### config.mk
export PLATFORM = sky130hd
export DESIGN_NAME = uart_xcvr_param
export DESIGN_NICKNAME = d
export VERILOG_FILES = /design/src/rtl/uart_xcvr_param.sv
export SDC_FILE = /design/constraint.sdc
export NUM_CORES = 1
export LEC_CHECK = 0
export CAP_MARGIN = 0
export CORE_MARGIN = 10
export CORE_UTILIZATION = 44
export CTS_CLUSTER_DIAMETER = 30
export CTS_CLUSTER_SIZE = 28
export DETAILED_ROUTE_END_ITERATION = 16
export PLACE_DENSITY_LB_ADDON = 0.12
export SYNTH_ARGS = -nofsm -noshare
export SYNTH_HDL_FRONTEND = slang
export SYNTH_SLANG_ARGS = --single-unit
### constraint.sdc
create_clock -name clk -period 2.3 [get_ports clk]
set_input_delay 0.69 -clock clk [delete_from_list [all_inputs] [get_ports clk]]
set_output_delay 0.69 -clock clk [all_outputs]
set_load 0.02 [all_outputs]
### src/rtl/uart_xcvr_param.sv
`default_nettype none
// ============================================================================
// uart_xcvr_param : parameterised full-duplex UART transceiver
//                   (TX serialiser + mid-bit-sampling RX, optional loopback)
// Revision        : 1.0
// ============================================================================
module uart_xcvr_param #(
  parameter int CLKS_PER_BIT = 24,
  parameter int DATA_BITS    = 8,
  parameter int PARITY       = 0,
  parameter int STOP_BITS    = 1
) (
  input  logic                 clk,
  input  logic                 srst,
  input  logic [DATA_BITS-1:0] tx_data,
  input  logic                 tx_start,
  output logic                 tx_ready,
  output logic                 tx,
  input  logic                 rx,
  input  logic                 loopback,
  output logic [DATA_BITS-1:0] rx_data,
  output logic                 rx_valid,
  output logic                 rx_parity_err,
  output logic                 rx_frame_err
);

  localparam int                BAUD_W     = $clog2(CLKS_PER_BIT);
  localparam int                BIT_W      = $clog2(DATA_BITS + 1);
  localparam logic [BAUD_W-1:0] BAUD_LAST  = BAUD_W'(CLKS_PER_BIT - 1);
  localparam logic [BAUD_W-1:0] HALF_LAST  = BAUD_W'(CLKS_PER_BIT / 2 - 1);
  localparam logic [BIT_W-1:0]  DATA_LAST  = BIT_W'(DATA_BITS - 1);
  localparam logic [BIT_W-1:0]  STOP_LAST  = BIT_W'(STOP_BITS - 1);
  localparam logic              HAS_PARITY = (PARITY != 0);
  localparam logic              ODD_PARITY = (PARITY == 1);

  generate
    if (CLKS_PER_BIT < 4) begin : g_bad_clks_per_bit
      $error("uart_xcvr_param: CLKS_PER_BIT must be >= 4");
    end
    if (DATA_BITS < 5 || DATA_BITS > 9) begin : g_bad_data_bits
      $error("uart_xcvr_param: DATA_BITS must be in 5..9");
    end
    if (PARITY < 0 || PARITY > 2) begin : g_bad_parity
      $error("uart_xcvr_param: PARITY must be 0, 1 or 2");
    end
    if (STOP_BITS < 1 || STOP_BITS > 2) begin : g_bad_stop_bits
      $error("uart_xcvr_param: STOP_BITS must be 1 or 2");
    end
  endgenerate

  typedef enum logic [2:0] {
    ST_IDLE   = 3'd0,
    ST_START  = 3'd1,
    ST_DATA   = 3'd2,
    ST_PARITY = 3'd3,
    ST_STOP   = 3'd4
  } state_t;

  // ---------------------------------------------------------------- transmit
  state_t               tx_state;
  logic [BAUD_W-1:0]    tx_baud;
  logic [BIT_W-1:0]     tx_bit;
  logic [DATA_BITS-1:0] tx_shift;
  logic                 tx_par;
  logic                 tx_baud_done;

  assign tx_baud_done = (tx_baud == BAUD_LAST);

  always_ff @(posedge clk) begin
    if (srst) begin
      tx_state <= ST_IDLE;
      tx       <= 1'b1;
      tx_ready <= 1'b1;
      tx_baud  <= '0;
      tx_bit   <= '0;
      tx_shift <= '0;
      tx_par   <= 1'b0;
    end else begin
      tx_baud <= (tx_state == ST_IDLE || tx_baud_done) ? '0 : tx_baud + 1'b1;
      case (tx_state)
        ST_IDLE: begin
          if (tx_start) begin
            tx_shift <= tx_data;
            tx_par   <= (^tx_data) ^ ODD_PARITY;
            tx       <= 1'b0;
            tx_ready <= 1'b0;
            tx_state <= ST_START;
          end
        end
        ST_START: begin
          if (tx_baud_done) begin
            tx       <= tx_shift[0];
            tx_shift <= tx_shift >> 1;
            tx_bit   <= '0;
            tx_state <= ST_DATA;
          end
        end
        ST_DATA: begin
          if (tx_baud_done) begin
            if (tx_bit == DATA_LAST) begin
              tx_bit <= '0;
              if (HAS_PARITY) begin
                tx       <= tx_par;
                tx_state <= ST_PARITY;
              end else begin
                tx       <= 1'b1;
                tx_state <= ST_STOP;
              end
            end else begin
              tx       <= tx_shift[0];
              tx_shift <= tx_shift >> 1;
              tx_bit   <= tx_bit + 1'b1;
            end
          end
        end
        ST_PARITY: begin
          if (tx_baud_done) begin
            tx       <= 1'b1;
            tx_state <= ST_STOP;
          end
        end
        ST_STOP: begin
          if (tx_baud_done) begin
            if (tx_bit == STOP_LAST) begin
              tx_ready <= 1'b1;
              tx_state <= ST_IDLE;
            end else begin
              tx_bit <= tx_bit + 1'b1;
            end
          end
        end
        default: begin
          tx       <= 1'b1;
          tx_ready <= 1'b1;
          tx_state <= ST_IDLE;
        end
      endcase
    end
  end

  // ----------------------------------------------------------------- receive
  logic                 rx_src;
  logic                 rx_meta;
  logic                 rx_sync;
  logic                 rx_armed;
  state_t               rx_state;
  logic [BAUD_W-1:0]    rx_baud;
  logic [BIT_W-1:0]     rx_bit;
  logic [DATA_BITS-1:0] rx_shift;
  logic                 rx_perr;
  logic                 rx_ferr;
  logic                 rx_baud_done;

  assign rx_src       = loopback ? tx : rx;
  // START waits half a bit to land on mid-bit; later bits are a full bit apart
  assign rx_baud_done = (rx_state == ST_START) ? (rx_baud == HALF_LAST)
                                               : (rx_baud == BAUD_LAST);

  always_ff @(posedge clk) begin
    if (srst) begin
      rx_meta       <= 1'b1;
      rx_sync       <= 1'b1;
      rx_armed      <= 1'b0;
      rx_state      <= ST_IDLE;
      rx_baud       <= '0;
      rx_bit        <= '0;
      rx_shift      <= '0;
      rx_perr       <= 1'b0;
      rx_ferr       <= 1'b0;
      rx_data       <= '0;
      rx_valid      <= 1'b0;
      rx_parity_err <= 1'b0;
      rx_frame_err  <= 1'b0;
    end else begin
      rx_meta  <= rx_src;
      rx_sync  <= rx_meta;
      rx_valid <= 1'b0;
      rx_baud  <= (rx_state == ST_IDLE || rx_baud_done) ? '0 : rx_baud + 1'b1;
      case (rx_state)
        ST_IDLE: begin
          rx_armed <= rx_sync;
          if (rx_armed && !rx_sync) begin
            rx_perr  <= 1'b0;
            rx_ferr  <= 1'b0;
            rx_state <= ST_START;
          end
        end
        ST_START: begin
          if (rx_baud_done) begin
            if (rx_sync) begin
              rx_armed <= 1'b1;
              rx_state <= ST_IDLE;
            end else begin
              rx_bit   <= '0;
              rx_state <= ST_DATA;
            end
          end
        end
        ST_DATA: begin
          if (rx_baud_done) begin
            rx_shift <= {rx_sync, rx_shift[DATA_BITS-1:1]};
            if (rx_bit == DATA_LAST) begin
              rx_bit   <= '0;
              rx_state <= HAS_PARITY ? ST_PARITY : ST_STOP;
            end else begin
              rx_bit <= rx_bit + 1'b1;
            end
          end
        end
        ST_PARITY: begin
          if (rx_baud_done) begin
            rx_perr  <= rx_sync ^ (^rx_shift) ^ ODD_PARITY;
            rx_state <= ST_STOP;
          end
        end
        ST_STOP: begin
          if (rx_baud_done) begin
            if (rx_bit == STOP_LAST) begin
              // a low final stop bit (break) keeps RX disarmed until the line rises
              rx_armed      <= rx_sync;
              rx_valid      <= 1'b1;
              rx_data       <= rx_shift;
              rx_parity_err <= HAS_PARITY & rx_perr;
              rx_frame_err  <= rx_ferr | ~rx_sync;
              rx_state      <= ST_IDLE;
            end else begin
              rx_ferr <= rx_ferr | ~rx_sync;
              rx_bit  <= rx_bit + 1'b1;
            end
          end
        end
        default: begin
          rx_state <= ST_IDLE;
        end
      endcase
    end
  end

endmodule
`default_nettype wire
# Word level (Yosys, flattened, before mapping)
# Index checks and enable logic that the tools add are counted.
[totals]
regBits = 56
latch_bits = 0
mem_bits_rw = 0
rom_bits = 0
output_inout_bits = 13
n_memories = 0
[op_classes]
add_sub_neg = 4
n_mul = 0
div_mod_pow = 0
magnitude_cmp = 0
eq_ne = 32
n_shift = 0
n_mux = 56
bitwise_logic = 6
n_reduce_logical = 28
[op_table]
columns = ["operator", "n"]
rows = [
  ["$mux 4", 11],
  ["$mux 3", 14],
  ["$ne 2x2->1 const B", 18],
  ["$mux 8", 4],
  ["$pmux 3 s5", 2],
  ["$pmux 4 s3", 2],
  ["$pmux 8 s3", 1],
  ["$reduce_and 5->1", 4],
  ["$mux 1", 17],
  ["$reduce_and 7->1", 2],
  ["$eq 3x2->1 const B", 4],
  ["$reduce_bool 3->1", 4],
  ["$add 5x1->5 const B", 2],
  ["$eq 5x5->1 const B", 2],
  ["$add 4x1->4 const B", 2],
  ["$eq 4x3->1 const B", 2],
  ["$logic_not 4->1", 2],
  ["$reduce_and 4->1", 2],
  ["$eq 3x1->1 const B", 2],
  ["$eq 3x3->1 const B", 2],
  ["$logic_not 3->1", 2],
  ["$pmux 1 s3", 2],
  ["$reduce_and 6->1", 1],
  ["$reduce_or 3->1", 2],
  ["14 further kinds", 20],
]

# Logic depth before layout (Yosys ltp)
# Gate-level depths: netlist of the first run.
[depth]
depth_word = 5
mapped_depth = 8
ltp_nobuf = 6

# Worst setup path before layout of the first run
# No wires, ideal clock.
[synth_timing]
kind = "reg2reg"
start = "register tx_baud[0]"
end = "register tx_shift[0]"
setup_ns = 0.088
arrival_time_ns = 1.717
t_required_ns = 2.212
slack_ns = 0.494
stages_incl_launch_ff = 9
path_buffers = 3
synth_period_minus_slack_ns = 1.806
path_cell_list = "dfxtp_1 ha_1 and4b_4 buf_6 a32o_1 buf_6 or2_1 buf_6 a311oi_2"
[synth_via]
elab_chain_cells = 3
elab_cells_between_ends = 4
cone_classes = "eq/ne (3); reduce/logical (1)"
[synth_rtl]
columns = ["element", "line_no", "rtl"]
rows = [
  ["start: declaration", "61", "logic [BAUD_W-1:0] tx_baud;"],
  ["start signal: assignment", "79", "tx_baud <= (tx_state == ST_IDLE || tx_baud_done) ? '0 : tx_baud + 1'b1;"],
  ["$eq 5x5->1 (*)", "67", "assign tx_baud_done = (tx_baud == BAUD_LAST);"],
  ["$ne 2x2->1 (no line)", "n/a", ""],
  ["$reduce_and 5->1 (no line) (*)", "n/a", ""],
  ["end signal: assignment", "83", "tx_shift <= tx_data;"],
  ["end signal: assignment", "93", "tx_shift <= tx_shift >> 1;"],
  ["end signal: assignment", "111", "tx_shift <= tx_shift >> 1;"],
  ["end: declaration", "63", "logic [DATA_BITS-1:0] tx_shift;"],
]
# Every way passes the cells marked *; elsewhere a longest branch is shown, timed or not.
# A chain may end at the register's enable or synchronous reset.

# Final worst setup path of the first run
[layout_timing]
start = "register tx"
end = "output tx"
[layout_lines]
columns = ["element", "line_no", "rtl"]
rows = [
  ["start: declaration", "18", "output logic tx,"],
  ["start signal: assignment", "92", "tx <= tx_shift[0];"],
  ["start signal: assignment", "103", "tx <= tx_par;"],
  ["start signal: assignment", "110", "tx <= tx_shift[0];"],
]
# No word-level cell between the ends.

==> impl_metrics.yaml, run 1 <==
synthesis:
  cells_after_synthesis: 307
  postSynth.asyncResetShare: 0
  yosys_reg_bits: 56
  sequential_element_share_of_the_synthesized_area: 0.400
  synth_area_per_cell_sq_um: 9.13
  yosysUniqueCellTypes: 57
  synth-edff-count: 0
  synthesis.area_sq_mm: 0.00280
  dominantRegCellSynth: "dfxtp_1"
  ys_warn_count: 0
  synth_fp_nets: 326
place:
  port-buffer-count: 24
  placed_cells: 400
  place.detailed.hpwl_um: 4060
  gpl.final_weighted_congestion: 0.754
setup_path:
  r2r_end: "rx_bit[2]"
  crit_required_ps: 1610
  worstPathBufferInverterCount: 1
  end_kind: "output port"
  crit_end: "tx"
  worstPathCellList: "clkdlybuf4s50_1"
  crit_path_slowest_cell: "clkdlybuf4s50_1"
  critical_path_cell_count: 1
  reg2reg_from: "rx_state[2]"
  path_class: "flop to output port"
  r2r_setup_slack_ps: 350
  crit_path_max_fanout: 4
  setup.worst_path.start_class: "flop"
  cp_data_arrival_time_ps: 1340
  cp-startpoint: "tx"
  cpLargestDelayFamily: "buffers and inverters"
  critical-path-max-stage-delay_ps: 630
  worst_reg2reg_path_depth: 4
grt:
  grt_antenna_before_repair: 0
  global_route_wire_length_before_repair_um: 9480
  globalRouteTotalUtil: 0.111
  vias_in_the_first_global_route: 2072
  grt_max_degree: 22
  grt_overflow: 0
floorplan:
  fp.dieArea_sq_mm: 0.00997
  initial_utilization: 0.447
  die_h_um: 99.8
  die_x_um: 99.8
  row_count: 29
  core_region_area_sq_mm: 0.00628
  io-pin-count: 26
timing:
  worst_slew_margin_rel: 0.555
  min_period_ps: 2030
  rsz0062_at_grt: "false"
  layout_worst_path_cycle_share: 0.881
  timing.fmax_mhz: 494
  whs_ps: 414
  report.final.setup_viol: 0
  worst-slew-pin-transition_ps: 666
  finalMaxSlewViolations: 0
  hold_viol: 0
  tns_ps: 0
  clock_skew_ps: 10.0
finish:
  layout.core_utilization: 0.505
  num-fill-cells: 616
  post_layout_nonfiller_instances: 408
  layout_commonest_cell: "dfxtp_1"
  design.final.nets: 349
  antennaDiodeCount: 0
  most-common-layout-cells: "dfxtp_1, nor2_1, nand2_1, a21oi_1, clkdlybuf4s50_1"
  area.growth.synth_to_final_pct: 13.1
  drive_above_1_share: 0.130
drt:
  drt_pass1_iterations: 4
  totalWireLength_um: 5680
  routed_wire_length_per_instance_um: 13.9
  antenna_left: 0
  post-route-drc-count: 0
  routed_via_count: 2248
  routed_via_density: 5.51
  first_iteration_detailed_routing_drc_count: 83
cts:
  postCtsSetupRepairBufs: 0
  ctsLongestPathBuffers: 2
  clock_sinks: 56
  clock_tree_from_tritoncts: "built"
  clock_tree_root_driver_cell: "clkbuf_8"
  ctsHtreeMaxLevel: 2
  post_cts_resize_count: 0
  worstSkewPairLatency_ps: 320
  cts_inserted_buffers: 5
  clk_pin_slew_ps: 100
  holdBufCountCts: 0
pwr:
  power.leakage_nw: 1.13
  peakVddDrop_uv: 337
  p_per_area_mw_per_mm2: 544
hold_path:
  timing.hold.worst.class: "flop to flop"
status:
  run_status: "complete, no violations"
flow_run:
  cap_violations: 0
[cells in the mapped netlist, drive strengths merged, types with 3 or more instances]
library cell | n | area [sq um]
buf | 10 | 90.1
nand3 | 17 | 85.1
inv | 8 | 30.0
nor2 | 28 | 105
ha | 6 | 75.1
or2 | 3 | 18.8
nor4b | 3 | 26.3
or4b | 3 | 30.0
a21oi | 23 | 115
nand4b | 5 | 43.8
clkbuf | 10 | 57.6
mux2i | 10 | 100
dfxtp | 56 | 1120
a31oi | 3 | 18.8
nor3 | 16 | 80.1
a211oi | 5 | 42.5
nor3b | 10 | 109
a311oi | 7 | 105
xor2 | 3 | 26.3
nand2 | 23 | 86.3
o21ai | 19 | 95.1
xnor2 | 4 | 35.0
nand4 | 3 | 18.8
[layout make-up]
type                            instances  area [sq um]  area share
Inverter                                8          30.0     0.00947
Clock inverter                          3          25.0     0.00789
Timing Repair Buffer                   36           325       0.103
Sequential cell                        56          1120       0.353
Multi-Input combinational cell        223          1510       0.475
Tap cell                               77          96.3      0.0304
Clock buffer                            5          68.8      0.0217
[per-stage QoR]
stage          setup slack, ps  total power [mW]  area (sq um)
4_1_cts                    265              1.75          3170
2_1_floorplan              494              1.14          2800
3_5_place_dp               239              1.18          3080
3_3_place_gp               270              1.18          3080
6_report                   274              1.73          3170
5_1_grt                    135              1.80          3170
[flip-flops by register name, summed over array words and instances (netlist names), 4 cells and up]
name / cells
tx_bit: 4
rx_bit: 4
rx_baud: 5
tx_shift: 8
rx_data: 8
tx_baud: 5
rx_shift: 8
[how the worst min path moves through the flow]
stage | depth (start not counted) | slack, ps | end | startpoint
6_report | 1 | 410 | rx_sync | rx_meta
5_1_grt | 1 | 430 | rx_sync | rx_meta
4_1_cts | 1 | 410 | rx_sync | rx_meta
3_5_place_dp | 1 | 400 | rx_sync | rx_meta
3_3_place_gp | 1 | 390 | rx_sync | rx_meta
2_1_floorplan | 1 | 390 | rx_sync | rx_meta
[logic make-up after synthesis]
group	after synthesis	synth area share
AO/OA/AOI/OAI	71	0.179
buffers and inverters	28	0.0634
multiplexers	11	0.0397
flip-flops	56	0.400
other	1	0.00134
adder cells (fa/ha/maj)	6	0.0268
XOR/XNOR	7	0.0219
AND/OR/NAND/NOR	127	0.268
[routing by layer]
layer	GRT usage	wire [um]	share of wire
met5	0	0	0
met2	0.181	2620	0.46
met1	0.139	2760	0.49
met3	0.0337	238	0.042
met4	0.0298	65	0.011
[report_power, final]
part           internal (mW)  switching (mW)  leakage [nW]
Combinational         0.0722          0.0753         0.633
Clock                  0.223           0.342        0.0452
Sequential             0.993          0.0209         0.455
Total                   1.29           0.438          1.13
(Power assumes the default switching activity.)
==> run 2, diff against run 1 <==
Settings changed: SKIP_LAST_GASP set to 1.
==> results of run 2 <==
Same layout as run 1: the final DEF is identical, and so are final timing and power.
==> run 3, diff against run 2 <==
Settings changed: CORE_UTILIZATION 44 to 54.
==> run 3 against run 2 <==
Sequential power about the same. Total power about the same. Die area fell by 15%. Combinational power hardly changed. Clock power is essentially flat. Critical endpoint unchanged. Setup slack got worse by 16 ps. Register-to-register slack about the same. Largest cell class unchanged. Worst hold slack better by 1.7 ps. Utilization up 12 points. Sequential share of layout area shrank 0.070 points.
==> impl_metrics.yaml, run 3 (same netlist as run 1, synthesis figures left out) <==
grt:
  grt_antenna_before_repair: 0
  met3_usage: 0.0416
  gr-usage-met1: 0.157
  groute.layer.met2.usage: 0.228
  grt_overflow: 0
  global_route_wire_length_before_repair_um: 9900
  grt-busiest-layer: "met2"
  vias_in_the_first_global_route: 2226
  grt_max_degree: 28
  globalRouteTotalUtil: 0.134
floorplan:
  core_region_area_sq_mm: 0.00507
  fp.dieArea_sq_mm: 0.00848
  row_count: 26
  die_x_um: 92.1
  initial_utilization: 0.553
  io-pin-count: 26
  die_h_um: 92.1
drt:
  first_iteration_detailed_routing_drc_count: 98
  routed_via_count: 2287
  routed_via_density: 5.69
  totalWireLength_um: 5610
  antenna_left: 0
  routed_wire_length_per_instance_um: 14.0
  drt_pass1_iterations: 6
  post-route-drc-count: 0
timing:
  timing.fmax_mhz: 490
  worst_slew_margin_rel: 0.622
  report.final.setup_viol: 0
  tns_ps: 0
  worst-slew-pin-transition_ps: 551
  finalMaxSlewViolations: 0
  layout_worst_path_cycle_share: 0.888
  rsz0062_at_grt: "false"
  min_period_ps: 2040
  hold_viol: 0
  clock_skew_ps: 5.38
place:
  place.detailed.hpwl_um: 3980
  port-buffer-count: 24
  gpl.final_weighted_congestion: 0.829
finish:
  design.final.nets: 350
  largestRegisters: "rx_data: 8 flops, rx_shift: 8 flops, tx_shift: 8 flops"
  drive_above_1_share: 0.130
  most-common-layout-cells: "dfxtp_1, nor2_1, clkdlybuf4s50_1"
  num-fill-cells: 432
  area.growth.synth_to_final_pct: 13.3
  antennaDiodeCount: 0
  layout_commonest_cell: "dfxtp_1"
  layout.core_utilization: 0.626
cts:
  clock_sinks: 56
  worstSkewPairLatency_ps: 310
  holdBufCountCts: 0
  clock_tree_root_driver_cell: "clkbuf_8"
  ctsHtreeMaxLevel: 2
  cts_inserted_buffers: 5
  post_cts_resize_count: 0
  clock_tree_from_tritoncts: "built"
  ctsLongestPathBuffers: 2
  postCtsSetupRepairBufs: 0
  clk_pin_slew_ps: 100
setup_path:
  reg2reg_from: "tx_baud[0]"
  critical-path-max-stage-delay_ps: 630
  worstPathCellList: "clkdlybuf4s50_1"
  cp_data_arrival_time_ps: 1350
  crit_required_ps: 1610
  crit_path_slowest_cell: "clkdlybuf4s50_1"
  worstPathBufferInverterCount: 1
  setup.worst_path.start_class: "flop"
  crit_path_max_fanout: 4
  end_kind: "output port"
  path_class: "flop to output port"
  cp-startpoint: "tx"
  cpLargestDelayFamily: "buffers and inverters"
pwr:
  p_per_area_mw_per_mm2: 544
  power.leakage_nw: 1.14
  peakVddDrop_uv: 307
hold_path:
  timing.hold.worst.class: "flop to flop"
  worstHoldStart: "rx_meta"
flow_run:
  cap_violations: 0
status:
  run_status: "complete, no violations"
## run 3: cell types whose count changed in the layout (fill, tap and decap cells not counted)
cell | previous run | this run
clkinv_4 | 0 | 1
clkdlybuf4s50_1 | 23 | 24
inv_6 | 2 | 0
buf_2 | 1 | 0
inv_8 | 0 | 1
buf_4 | 12 | 13
## run 3: area by class of cell
type / instances / area, sq um / share of cell area
Multi-Input combinational cell: 223 / 1510 / 0.474
Clock buffer: 5 / 68.8 / 0.0217
Sequential cell: 56 / 1120 / 0.353
Timing Repair Buffer: 37 / 338 / 0.106
Inverter: 8 / 30.0 / 0.00945
Tap cell: 70 / 87.6 / 0.0276
Clock inverter: 3 / 27.5 / 0.00866
## run 3: worst paths after layout
path                            slack [ps]  cells past startpoint           to
worst max-delay path                   260                      1           tx
worst min-delay path                   420                      1      rx_sync
worst max register to register         350                      5  tx_shift[1]
worst min register to register         420                      1      rx_sync
## run 3: where the power goes
part	internal, mW	switching [mW]
sequential	0.993	0.0188
combinational	0.0725	0.0787
clock	0.224	0.341
total	1.29	0.438
## run 3: per-layer routing
layer	share of wire	up-vias
li1	-	1162
met1	0.47	1076
met2	0.47	43
met3	0.046	6
met4	0.010	0
met5	0	-
## run 3: through the flow
| step | cell area [sq um] | std cells | power, mW | hold slack [ps] | worst slack [ps] |
|---|---|---|---|---|---|
| floorplan | 2800 | 307 | 1.14 | 389 | 494 |
| global placement | 3080 | 394 | 1.18 | 392 | 271 |
| detailed placement | 3080 | 394 | 1.19 | 393 | 227 |
| CTS | 3180 | 402 | 1.76 | 410 | 229 |
| global route | 3180 | 402 | 1.80 | 430 | 183 |
| finish | 3180 | 402 | 1.73 | 416 | 258 |
